===== src/rtl/ibex_imem_arb_pkg.sv =====
// Shared types and defaults for the IMEM arbiter / boot sequencer.
package ibex_imem_arb_pkg;

    // Boot sequencer state: LOAD holds the core off the memory, RUN arbitrates.
    typedef enum logic {
        ST_LOAD = 1'b0,
        ST_RUN  = 1'b1
    } arb_state_e;

    // Which port owns the response returned one cycle after a grant.
    typedef enum logic [1:0] {
        OWN_NONE = 2'd0,
        OWN_HOST = 2'd1,
        OWN_CORE = 2'd2,
        OWN_ERR  = 2'd3
    } rsp_owner_e;

    localparam int unsigned DEF_ADDR_W     = 8;
    localparam int unsigned DEF_DATA_W     = 32;
    localparam logic [31:0] DEF_BASE_ADDR  = 32'h0000_0000;
    localparam int unsigned DEF_STARVE_MAX = 4;

    // Wide enough for the largest legal STARVE_MAX (15).
    localparam int unsigned STARVE_CTR_W   = 4;

endpackage


===== src/rtl/ibex_imem_arb_starve_ctr.sv =====
// Saturating starvation counter: counts host wins while the core waits.
// Clear has priority over increment; o_at_max flags the forced core turn.
module ibex_imem_arb_starve_ctr
    import ibex_imem_arb_pkg::*;
#(
    parameter int unsigned MAX = DEF_STARVE_MAX
) (
    input  logic clk_i,
    input  logic rst_ni,
    input  logic i_clr,
    input  logic i_inc,
    output logic o_at_max
);

    localparam logic [STARVE_CTR_W-1:0] L_MAX = STARVE_CTR_W'(MAX);

    logic [STARVE_CTR_W-1:0] r_cnt;

    // Count host grants, hold at MAX, clear when the core is served.
    always_ff @(posedge clk_i or negedge rst_ni) begin
        if (!rst_ni) begin
            r_cnt <= '0;
        end else if (i_clr) begin
            r_cnt <= '0;
        end else if (i_inc && (r_cnt != L_MAX)) begin
            r_cnt <= r_cnt + 1'b1;
        end
    end

    assign o_at_max = (r_cnt == L_MAX);

endmodule


===== src/rtl/ibex_imem_arbiter.sv =====
// Single-port IMEM arbiter and boot sequencer.
// Shares one IMEM port between the host loader and core instruction fetch,
// holds off core fetch until load_done_i, and turns the fixed 1-cycle memory
// read latency into req/gnt/rvalid handshakes.
// Handshake: a port's gnt is combinational in the cycle its req is high and it
// wins; rvalid follows exactly one cycle after gnt. Requesters hold req until gnt.
// Optional feature macro: IMEM_ARB_RANGE_CHK_EN (core address range/alignment check).
module ibex_imem_arbiter
    import ibex_imem_arb_pkg::*;
#(
    parameter int unsigned ADDR_W     = DEF_ADDR_W,
    parameter int unsigned DATA_W     = DEF_DATA_W,
    parameter logic [31:0] BASE_ADDR  = DEF_BASE_ADDR,
    parameter int unsigned STARVE_MAX = DEF_STARVE_MAX
) (
    input  logic              clk_i,
    input  logic              rst_ni,
    input  logic              host_req_i,
    input  logic              host_we_i,
    input  logic [ADDR_W-1:0] host_addr_i,
    input  logic [DATA_W-1:0] host_wdata_i,
    output logic              host_gnt_o,
    output logic              host_rvalid_o,
    output logic [DATA_W-1:0] host_rdata_o,
    input  logic              load_done_i,
    output logic              fetch_enable_o,
    input  logic              instr_req_i,
    input  logic [31:0]       instr_addr_i,
    output logic              instr_gnt_o,
    output logic              instr_rvalid_o,
    output logic [DATA_W-1:0] instr_rdata_o,
    output logic              instr_err_o,
    output logic              mem_cen_o,
    output logic              mem_wen_o,
    output logic [ADDR_W-1:0] mem_addr_o,
    output logic [DATA_W-1:0] mem_wdata_o,
    input  logic [DATA_W-1:0] mem_rdata_i
);

    arb_state_e        r_state;
    arb_state_e        w_state_nxt;
    logic              r_fetch_en;
    rsp_owner_e        r_owner;
    rsp_owner_e        w_owner_nxt;
    logic              r_rsp_wr;
    logic              w_host_gnt;
    logic              w_instr_gnt;
    logic              w_core_force;
    logic              w_core_err;
    logic              w_at_max;
    logic              w_cnt_inc;
    logic [31:0]       w_core_off;
    logic [ADDR_W-1:0] w_core_word;
    logic              w_unused_off;

    // Core byte address -> IMEM word index relative to BASE_ADDR.
    assign w_core_off   = instr_addr_i - BASE_ADDR;
    assign w_core_word  = w_core_off[ADDR_W+1:2];
    // Bits outside the word index only matter to the optional range check.
    assign w_unused_off = ^{w_core_off[31:ADDR_W+2], w_core_off[1:0]};

`ifdef IMEM_ARB_RANGE_CHK_EN
    // Misaligned, below the window, or past the last IMEM word.
    assign w_core_err = (instr_addr_i[1:0] != 2'b00)
                      | (instr_addr_i < BASE_ADDR)
                      | ((w_core_off >> (ADDR_W + 2)) != 32'd0);
`else
    assign w_core_err = 1'b0;
`endif

    // Starvation tracking only matters once both ports compete in RUN.
    assign w_cnt_inc = w_host_gnt & instr_req_i & (r_state == ST_RUN);

    ibex_imem_arb_starve_ctr #(
        .MAX (STARVE_MAX)
    ) u_starve_ctr (
        .clk_i    (clk_i),
        .rst_ni   (rst_ni),
        .i_clr    (w_instr_gnt),
        .i_inc    (w_cnt_inc),
        .o_at_max (w_at_max)
    );

    // State register plus registered fetch enable (falls asynchronously on reset).
    always_ff @(posedge clk_i or negedge rst_ni) begin
        if (!rst_ni) begin
            r_state    <= ST_LOAD;
            r_fetch_en <= 1'b0;
        end else begin
            r_state    <= w_state_nxt;
            r_fetch_en <= (w_state_nxt == ST_RUN);
        end
    end

    // Next state: leave LOAD once the loader signals completion; RUN is sticky.
    always_comb begin
        w_state_nxt = r_state;
        case (r_state)
            ST_LOAD: if (load_done_i) w_state_nxt = ST_RUN;
            ST_RUN:  w_state_nxt = ST_RUN;
            default: w_state_nxt = ST_LOAD;
        endcase
    end

    // Grants, memory drive and the response owner for the next cycle.
    always_comb begin
        w_host_gnt   = 1'b0;
        w_instr_gnt  = 1'b0;
        w_core_force = 1'b0;
        mem_cen_o    = 1'b0;
        mem_wen_o    = 1'b0;
        mem_addr_o   = '0;
        mem_wdata_o  = '0;
        w_owner_nxt  = OWN_NONE;
        case (r_state)
            ST_LOAD: begin
                w_host_gnt = host_req_i;
            end
            ST_RUN: begin
                w_core_force = instr_req_i & w_at_max;
                w_host_gnt   = host_req_i & ~w_core_force;
                w_instr_gnt  = instr_req_i & (~host_req_i | w_core_force);
            end
            default: ;
        endcase
        if (w_host_gnt) begin
            mem_cen_o   = 1'b1;
            mem_wen_o   = host_we_i;
            mem_addr_o  = host_addr_i;
            mem_wdata_o = host_wdata_i;
            w_owner_nxt = OWN_HOST;
        end else if (w_instr_gnt) begin
            if (w_core_err) begin
                w_owner_nxt = OWN_ERR;
            end else begin
                mem_cen_o   = 1'b1;
                mem_addr_o  = w_core_word;
                w_owner_nxt = OWN_CORE;
            end
        end
    end

    // Response owner lives for exactly one cycle after each grant.
    always_ff @(posedge clk_i or negedge rst_ni) begin
        if (!rst_ni) begin
            r_owner  <= OWN_NONE;
            r_rsp_wr <= 1'b0;
        end else begin
            r_owner  <= w_owner_nxt;
            r_rsp_wr <= w_host_gnt & host_we_i;
        end
    end

    // Route memory read data to the owning port; the other port sees zero.
    always_comb begin
        host_rvalid_o  = (r_owner == OWN_HOST);
        host_rdata_o   = ((r_owner == OWN_HOST) && !r_rsp_wr) ? mem_rdata_i : '0;
        instr_rvalid_o = (r_owner == OWN_CORE) || (r_owner == OWN_ERR);
        instr_rdata_o  = (r_owner == OWN_CORE) ? mem_rdata_i : '0;
        instr_err_o    = (r_owner == OWN_ERR);
    end

    assign host_gnt_o     = w_host_gnt;
    assign instr_gnt_o    = w_instr_gnt;
    assign fetch_enable_o = r_fetch_en;

endmodule


===== config.mk =====
export PLATFORM = sky130hd
export DESIGN_NAME = ibex_imem_arbiter
export DESIGN_NICKNAME = d
export VERILOG_FILES = /design/src/rtl/ibex_imem_arb_pkg.sv /design/src/rtl/ibex_imem_arb_starve_ctr.sv /design/src/rtl/ibex_imem_arbiter.sv
export SDC_FILE = /design/constraint.sdc
export NUM_CORES = 1
export LEC_CHECK = 0
export ABC_AREA = 1
export CAP_MARGIN = 20
export CORE_AREA = 2 2 86 88
export DETAILED_ROUTE_END_ITERATION = 6
export DIE_AREA = 0 0 88 90
export GPL_ROUTABILITY_DRIVEN = 0
export PLACE_DENSITY = 0.78
export SLEW_MARGIN = 20
export SYNTH_ARGS = -nofsm -noshare
export SYNTH_HDL_FRONTEND = slang
export SYNTH_SLANG_ARGS = --single-unit

===== constraint.sdc =====
create_clock -name clk_i -period 3.2 [get_ports clk_i]
set_clock_uncertainty 0.1 [all_clocks]
set_input_delay 0.64 -clock clk_i [delete_from_list [all_inputs] [get_ports clk_i]]
set_output_delay 0.64 -clock clk_i [all_outputs]
set_load 0.005 [all_outputs]

==> results.py, run 1 <==
metrics = {
    "global_routing": {
        "grt_pass1_vias": 1939,
        "grt_pass1_wl_um": 8707,
        "gr-total-overflow": 0,
        "antenna_found_initial": 1,
        "grt_usage": 0.1363,
        "grt_max_degree": 35,
    },
    "routing": {
        "ant_nets": 0,
        "wirelength_um": 5700,
        "dr.pass1.iters": 5,
        "vias": 2076,
        "drc_errors": 0,
        "drt_iter0_markers": 38,
        "drt-wirelength-per-cell_um": 10.61,
        "post_drt_via_cell_ratio": 3.866,
    },
    "timing": {
        "slew_headroom": 0.7641,
        "period_share": 0.9603,
        "setup_viol": 0,
        "tightest_slew_ns": 0.3528,
        "hold_viol": 0,
        "period_needed_ns": 3.073,
        "fmax_mhz": 325.4,
        "finalSetupTns_ns": 0,
        "grt_setup_unrepaired": "false",
        "maxSlewViolCount": 0,
    },
    "job": {
        "drv_cap": 0,
    },
    "pwr": {
        "vdd_drop_max_uv": 101.8,
        "total_leakage_power_uw": 0.001616,
        "p_per_area_nw_per_um2": 214.7,
    },
    "clock_network": {
        "clk_pin_slew_worst_paths_ns": 0.04,
        "post_cts_buffers": 0,
        "cts_made_buffers": 3,
        "cts.path.max_buffers": 2,
        "cts_root_buf": "clkbuf_8",
        "htree_num_levels": 1,
        "clk_latency_ns": 0.23,
        "cts_tree": "built",
        "clock-sinks": 8,
        "post_cts_resize_count": 0,
        "ctsHoldBuffers": 0,
    },
    "hold_path": {
        "holdCritPathClass": "reg -> reg",
    },
    "synth": {
        "ys_seq_area_frac": 0.1675,
        "synth.net_count": 357,
        "syn-cell-area_um2": 1195,
        "synth_top_area_share": 0.3079,
        "async_flop_share": 1.000,
        "synth_cell_type_count": 20,
        "synth_seq_cells": 8,
        "synth_edf_count": 0,
        "yosysMostFrequentCell": "nor2_1",
        "synthTopCellsByArea": "nor2_1 (31%), inv_1 (23%), dfrtp_1 (17%), nand2_1 (8.8%), nand3_1 (3.8%)",
        "synth_top_area_cell": "nor2_1",
        "ys_top_cells_by_count": "nor2_1 (98), inv_1 (74), nand2_1 (28)",
        "avgSynthCellArea_um2": 4.877,
        "yosys_most_used_dff": "dfrtp_1",
        "ys_warn_count": 0,
        "syn_inst": 245,
    },
    "layout": {
        "fillCellCount": 679,
        "area_growth_pct": 175.2,
        "drive_gt1_frac": 0.03432,
        "utilization": 0.4684,
        "nets": 551,
    },
    "critical_path": {
        "start_kind": "primary input",
        "critPathArrivalTime_ns": 2.33,
        "endpoint_kind": "output port",
        "crit_type": "in -> out",
        "worstPathMaxFanout": 34,
        "cp.required_ns": 2.46,
    },
    "floorplanning": {
        "ios": 222,
        "initial_core_util": 0.1702,
        "design.core.area_um2": 7020,
        "dieWidth_um": 88,
        "num_rows": 31,
        "dieArea_um2": 7920,
        "fp.dieH_um": 90,
    },
    "placement": {
        "numPortBuffers": 197,
        "dp_hpwl_um": 4944,
    },
    "outcome": {
        "status": "complete, no violations",
    },
}
[layout by cell type (no fill, tap or decap)]
cell and instances:
a21oi_1 1, buf_4 3, clkbuf_8 3, clkdlybuf4s50_1 197
dfrtp_1 8, diode_2 1, ha_1 2, inv_1 74
inv_2 1, inv_6 1, nand2_1 28, nand2_2 1
nand2_4 2, nand3_1 9, nand3_2 1, nand3b_1 1
nand4_1 2, nor2_1 98, nor2_2 2, o21ai_1 2
or2_2 1
[final cells by class]
type	count	area, µm²	share of cell area
Antenna cell	1	2.502	0.0007610
Clock buffer	3	41.29	0.01256
Sequential cell	8	200.2	0.06088
Timing Repair Buffer	200	1994	0.6065
Tap cell	99	123.9	0.03767
Inverter	76	290.3	0.08828
Multi-Input combinational cell	150	635.6	0.1933
[routing by layer]
layer | wire length [µm] | up-vias | GRT usage
met5 | 0 | - | 0
met4 | 138 | 0 | 0.05513
met3 | 725 | 12 | 0.03949
met2 | 2771 | 150 | 0.2595
met1 | 2064 | 857 | 0.1324
li1 | - | 1057 | -
[kinds of logic (layout without fill, tap and decap cells)]
| family | count (synthesis) | count (layout) | share of synthesized area |
|---|---|---|---|
| simple gates | 145 | 145 | 0.4984 |
| buf+inv | 87 | 279 | 0.3005 |
| flops | 8 | 8 | 0.1675 |
| compound gates | 3 | 3 | 0.01256 |
| fa+ha+maj | 2 | 2 | 0.02094 |
| other cells | 0 | 1 | 0 |
[power breakdown]
| part | internal [µW] | switching [µW] | total [µW] |
|---|---|---|---|
| sequential | 111 | 6.94 | 118 |
| combinational | 291 | 174 | 465 |
| clock | 81.6 | 41.5 | 123 |
| total | 484 | 222 | 706 |
[critical path, cell delays in order]
cell and delay [ns]:
clkdlybuf4s50_1 0.59, nand2_1 0.13, nand2_4 0.17, inv_6 0.12, nor2_1 0.16, clkdlybuf4s50_1 0.52
[metrics by stage]
stage | std cells | instance area, µm² | worst slack [ns] | hold slack, ns | power, µW
final | 537 | 3288 | 0.1271 | 0.4418 | 706.0
after floorplan | 245 | 1195 | 1.195 | 0.2444 | 271.5
after global routing | 536 | 3286 | 0.01613 | 0.4435 | 760.3
after detailed placement | 533 | 3244 | 0.1228 | 0.4212 | 589.3
after CTS | 536 | 3286 | 0.1144 | 0.4314 | 716.9
after global placement | 533 | 3244 | 0.1434 | 0.4206 | 581.4
[flip-flops by register name (all words and copies together), names as in the netlist]
| register | count |
|---|---|
| r_rsp_wr | 1 |
| u_starve_ctr.r_cnt | 4 |
| fetch_enable_o | 1 |
| r_owner | 2 |
[path summary, 6_finish.rpt]
check | startpoint | to | slack (ns) | depth (start not counted)
min | fetch_enable_o | fetch_enable_o | 0.44 | 1
min in group asynchronous | rst_ni | r_owner[1] | 0.58 | 1
max in group asynchronous | rst_ni | r_owner[0] | 2.16 | 1
min reg2reg | fetch_enable_o | fetch_enable_o | 0.44 | 1
max reg2reg | u_starve_ctr.r_cnt[0] | r_rsp_wr | 1.66 | 7
max | host_req_i | mem_wen_o | 0.13 | 6
Power figures use the tool's default switching activity.
==> run 2: changes to the inputs <==
--- a/config.mk
+++ b/config.mk
@@ -12,6 +12,7 @@
 export DIE_AREA = 0 0 88 90
 export GPL_ROUTABILITY_DRIVEN = 0
 export PLACE_DENSITY = 0.78
+export SETUP_SLACK_MARGIN = 0.5
 export SLEW_MARGIN = 20
 export SYNTH_ARGS = -nofsm -noshare
 export SYNTH_HDL_FRONTEND = slang
==> constraint.sdc (replaced) <==
create_clock -name clk_i -period 3.2 [get_ports clk_i]
set_clock_uncertainty 0.1 [all_clocks]
set_input_delay 0.64 -clock clk_i [delete_from_list [all_inputs] [get_ports clk_i]]
set_output_delay 0.64 -clock clk_i [all_outputs]
set_load 0.02 [all_outputs]
==> run 2 against run 1 <==
  * Global-route usage rose by 0.23 points
  * Count of clock-buffer cells in the layout did not move
  * Sequential share of layout area rose by 0.077 points
  * Maximum frequency rose by 16%
  * Setup slack improved by 0.42 ns
  * Sequential cell count did not move
  * Wire length rose by 2.6%
  * Largest cell class unchanged
  * Non-clock buffer count rose by 2
==> results.py, run 2 (synthesis results as in run 1) <==
metrics = {
    "outcome": {
        "status": "complete, no violations",
    },
    "global_routing": {
        "gr-total-overflow": 0,
        "grt_max_degree": 33,
        "grt_pass1_vias": 2041,
        "antenna_found_initial": 0,
        "grt_usage": 0.1385,
        "grt_pass1_wl_um": 8928,
    },
    "clock_network": {
        "cts.path.max_buffers": 2,
        "clock-sinks": 8,
        "cts_made_buffers": 3,
        "cts_tree": "built",
        "htree_num_levels": 1,
        "cts_root_buf": "clkbuf_8",
        "clk_latency_ns": 0.23,
        "clk_pin_slew_worst_paths_ns": 0.04,
    },
    "floorplanning": {
        "initial_core_util": 0.1702,
        "ios": 222,
        "design.core.area_um2": 7020,
        "num_rows": 31,
        "dieWidth_um": 88,
        "dieArea_um2": 7920,
        "fp.dieH_um": 90,
    },
    "pwr": {
        "total_leakage_power_uw": 0.001736,
        "vdd_drop_max_uv": 123.0,
        "p_per_area_nw_per_um2": 244.6,
    },
    "layout": {
        "top_regs": "u_starve_ctr.r_cnt x4, r_owner x2",
        "final_common_cell": "clkdlybuf4s50_1",
        "largest-register": "u_starve_ctr.r_cnt",
        "mostFrequentLayoutCells": "clkdlybuf4s50_1 (150), nor2_1 (98), inv_1 (74)",
        "drive_gt1_frac": 0.07955,
        "largest_reg_flops": 4,
        "area_growth_pct": 171.7,
        "nets": 554,
    },
    "timing": {
        "period_needed_ns": 2.651,
        "maxSlewViolCount": 0,
        "holdWs_ns": 0.4535,
        "finalSetupTns_ns": 0,
        "hold_viol": 0,
        "grt_setup_unrepaired": "false",
        "period_share": 0.8284,
        "setup_viol": 0,
        "slew_headroom": 0.7544,
        "fmax_mhz": 377.2,
        "tightest_slew_ns": 0.3673,
        "setup_slack_ns": 0.5491,
    },
    "routing": {
        "met2WireLength_um": 3058,
        "wirelength_um": 5847,
        "highest_layer": "met4",
        "wl_met1_um": 2004,
        "drt_iter0_markers": 16,
        "vias": 2111,
        "post_drt_via_cell_ratio": 3.909,
        "drc_errors": 0,
        "dr.pass1.iters": 4,
        "ant_nets": 0,
        "dr_wl_met3_um": 711,
        "drt-wirelength-per-cell_um": 10.83,
    },
    "critical_path": {
        "critPathSlowestCell": "clkdlybuf4s50_1",
        "max_stage_delay_ns": 0.41,
        "start_kind": "primary input",
        "worstPathMaxFanout": 17,
        "crit_type": "in -> out",
        "critPathArrivalTime_ns": 1.91,
        "endpoint_kind": "output port",
        "cp_top_family": "buffers and inverters",
        "cp.required_ns": 2.46,
        "path_cells": "clkdlybuf4s50_1 -> nand2_2 -> nand2_4 -> nand2_8 -> inv_8 -> nor2_1 -> dlygate4sd2_1",
        "crit_buf_inv": 3,
    },
    "job": {
        "drv_cap": 0,
    },
    "placement": {
        "numPortBuffers": 197,
        "dp_hpwl_um": 5059,
        "pre_cts_ws_ns": 0.05569,
    },
    "hold_path": {
        "holdCritPathClass": "reg -> reg",
    },
}
## run 2: timing repair
item | CTS | global route
setup buffers | 0 | 0
endpoints found under the setup margin | 44 | 45
hold endpoints to repair | 0 | 0
resized for setup | 57 | 42
pin swaps | 0 | 0
hold buffers | 0 | 0
cloned | 1 | 0
## run 2: stage by stage
stage	power (µW)	cell area, µm²	util	cells
after floorplan	385.0	1195	-	245
after global placement	699.4	3259	0.4643	535
after detailed placement	707.9	3259	0.4643	535
after CTS	807.5	3282	0.4675	539
after global routing	848.6	3244	0.4621	539
final	794.3	3247	0.4625	540
## run 2: path summary, 6_finish.rpt
kind,startpoint,end,slack [ns],depth (start not counted)
setup / recovery,instr_req_i,mem_wdata_o[23],0.55,7
hold / removal,u_starve_ctr.r_cnt[3],u_starve_ctr.r_cnt[3],0.45,2
setup reg to reg,u_starve_ctr.r_cnt[0],u_starve_ctr.r_cnt[3],1.70,8
hold reg to reg,u_starve_ctr.r_cnt[3],u_starve_ctr.r_cnt[3],0.45,2
max in group asynchronous,rst_ni,r_owner[0],2.14,1
min in group asynchronous,rst_ni,r_rsp_wr,0.59,1
## run 2: worst register-to-register path: stages (launching register included)
cell and delay [ns]:
dfrtp_1 0.38, inv_1 0.11, ha_1 0.17, nand3_2 0.12, nand2_4 0.11, buf_4 0.16
nand2_1 0.11, nand2_1 0.08, nor2_1 0.04
## run 2: cell type report
type / count / area, µm²
multi-input combinational: 150 / 654.4
inverter: 76 / 297.8
timing repair inverter: 1 / 11.26
antenna: 1 / 2.502
fill: 731 / 3774
clock buffer: 3 / 41.29
sequential: 8 / 200.2
timing repair buffer: 202 / 1916
tap: 99 / 123.9
## run 2: report_power, final
part           internal (µW)  total, µW  switching, µW  leakage, µW
Sequential               111        118           7.09    0.0000989
Combinational            261        554            293      0.00162
Clock                   81.6        122           40.4    0.0000216
## run 2: layer usage
layer  up-vias  track usage
met1       899       0.1297
met3         8      0.04040
met4         0      0.03974
met5         -            0
li1       1064            -
met2       140       0.2771
==> run 3: changes to the inputs <==
==> constraint.sdc (replaced) <==
create_clock -name clk_i -period 2.5 [get_ports clk_i]
set_clock_uncertainty 0.1 [all_clocks]
set_input_delay 0.5 -clock clk_i [delete_from_list [all_inputs] [get_ports clk_i]]
set_output_delay 0.5 -clock clk_i [all_outputs]
set_load 0.02 [all_outputs]
==> run 3 against run 2 <==
  * Wire length increased by 2.1%
  * Via count is 1.1% higher
  * Final area rose by 0.27%
  * Register-to-register slack lost 0.69 ns
  * Clock power grew 29%
  * First-iteration DRC count increased to 2.5 times the previous value
  * Power grew 38%
==> results.py, run 3 (synthesis results as in run 1) <==
metrics = {
    "timing": {
        "maxSlewViolCount": 0,
        "period_share": 0.8602,
        "grt_setup_unrepaired": "true",
        "fmax_mhz": 465.0,
        "hold_viol": 0,
        "period_needed_ns": 2.151,
        "tightest_slew_ns": 0.3705,
        "slew_headroom": 0.7522,
        "setup_viol": 0,
        "setup_slack_ns": 0.3494,
        "holdWs_ns": 0.4215,
    },
    "critical_path": {
        "start_kind": "flop",
        "reg2reg_slack_ns": 1.01,
        "max_stage_delay_ns": 0.38,
        "endpoint": "mem_addr_o[0]",
        "critPathArrivalTime_ns": 1.55,
        "crit_type": "reg -> out",
        "cp.required_ns": 1.90,
        "crit_cells": 9,
        "timing.rr.end": "r_rsp_wr",
        "r2r_start": "u_starve_ctr.r_cnt[0]",
        "crit_buf_inv": 3,
        "endpoint_kind": "output port",
        "worstPathMaxFanout": 7,
        "cp-startpoint": "u_starve_ctr.r_cnt[0]",
        "path_cells": "inv_2 -> ha_4 -> nand3_4 -> nand2_4 -> nand2_8 -> buf_6 -> nand2_2 -> nand2_2 -> buf_6",
        "cp_top_family": "simple AND/OR/NAND/NOR gates",
        "critPathSlowestCell": "dfrtp_1",
        "reg2reg_depth": 9,
    },
    "job": {
        "drv_cap": 0,
    },
    "routing": {
        "ant_nets": 0,
        "dr.pass1.iters": 4,
        "wirelength_um": 5970,
        "post_drt_via_cell_ratio": 3.838,
        "drt-wirelength-per-cell_um": 10.74,
        "drc_errors": 0,
        "vias": 2134,
        "drt_iter0_markers": 40,
    },
    "clock_network": {
        "cts.path.max_buffers": 2,
        "clock-sinks": 8,
        "clk_latency_ns": 0.23,
        "cts_made_buffers": 3,
        "cts_root_buf": "clkbuf_8",
        "htree_num_levels": 1,
        "cts_tree": "built",
        "clk_pin_slew_worst_paths_ns": 0.04,
    },
    "layout": {
        "top_regs": "u_starve_ctr.r_cnt x4, r_owner x2",
        "mostFrequentLayoutCells": "clkdlybuf4s50_1 (84), nor2_1 (82), inv_1 (72)",
        "final_common_cell": "clkdlybuf4s50_1",
        "nets": 571,
        "drive_gt1_frac": 0.3917,
        "antenna_cells": 0,
        "largest_reg_flops": 4,
        "largest-register": "u_starve_ctr.r_cnt",
        "fillCellCount": 751,
        "area_growth_pct": 172.5,
    },
    "floorplanning": {
        "fp.dieH_um": 90,
        "design.core.area_um2": 7020,
        "dieArea_um2": 7920,
        "initial_core_util": 0.1702,
        "num_rows": 31,
        "dieWidth_um": 88,
        "ios": 222,
    },
    "hold_path": {
        "holdCritPathClass": "reg -> reg",
        "hp-start": "fetch_enable_o",
    },
    "global_routing": {
        "grt_max_degree": 33,
        "gr-total-overflow": 0,
        "grt_usage": 0.1411,
        "grt_pass1_vias": 2046,
        "grt_pass1_wl_um": 9135,
        "antenna_found_initial": 0,
    },
    "outcome": {
        "status": "complete, no violations",
    },
    "pwr": {
        "p_per_area_nw_per_um2": 335.5,
        "total_leakage_power_uw": 0.001935,
        "vdd_drop_max_uv": 216.0,
    },
    "placement": {
        "dp_hpwl_um": 4592,
        "numPortBuffers": 197,
        "pre_cts_ws_ns": -0.2903,
    },
}
==> run 3: metal layers <==
layer	routed length, µm	GRT usage
met1	2226	0.1457
met4	83	0.03846
met2	2962	0.2734
met5	0	0
met3	698	0.03306
==> run 3: where the power goes <==
part,internal [µW],switching (µW)
logic,368,415
clock network,104,52.3
registers,142,10.5
total,615,477
==> run 3: final cells by class <==
cell class	count	area, µm²	share of cell area
clock buffer	3	41.29	0.01268
inverter	76	297.8	0.09147
multi-input combinational	150	764.5	0.2348
sequential	8	200.2	0.06149
tap	99	123.9	0.03805
timing repair buffer	217	1794	0.5511
timing repair inverter	3	33.78	0.01038
==> run 3: repair_timing <==
action,in CTS,in global routing
gates cloned,3,0
setup buffers,7,4
resized for setup,446,60
pin swaps,6,5
endpoints found under the setup margin,110,103
hold buffers,0,0
==> run 3: through the flow <==
stage | cell area (µm²) | util | total power (µW) | TNS [ns] | cells
3_3_place_gp | 3309 | 0.4714 | 902.2 | -9.982 | 539
5_1_grt | 3256 | 0.4637 | 1168 | 0 | 556
6_report | 3256 | 0.4637 | 1092 | 0 | 556
3_5_place_dp | 3309 | 0.4714 | 911.2 | -10.30 | 539
4_1_cts | 3269 | 0.4657 | 1063 | 0 | 552
2_1_floorplan | 1202 | - | 494.9 | 0 | 245
==> run 3: worst register-to-register path, stage by stage (launching register included) <==
cell and delay [ns]:
dfrtp_1 0.38, inv_2 0.09, ha_4 0.14, nand3_4 0.07, nand2_4 0.09, nand2_8 0.13
inv_12 0.12, buf_12 0.10, nor2_4 0.03, buf_4 0.12
==> run 3: worst min-delay path by stage <==
stage | to | slack (ns) | cells past startpoint
6_report | fetch_enable_o | 0.42 | 1
5_1_grt | fetch_enable_o | 0.45 | 1
4_1_cts | fetch_enable_o | 0.42 | 1
3_5_place_dp | fetch_enable_o | 0.38 | 1
3_3_place_gp | fetch_enable_o | 0.39 | 1
2_1_floorplan | fetch_enable_o | 0.10 | 0
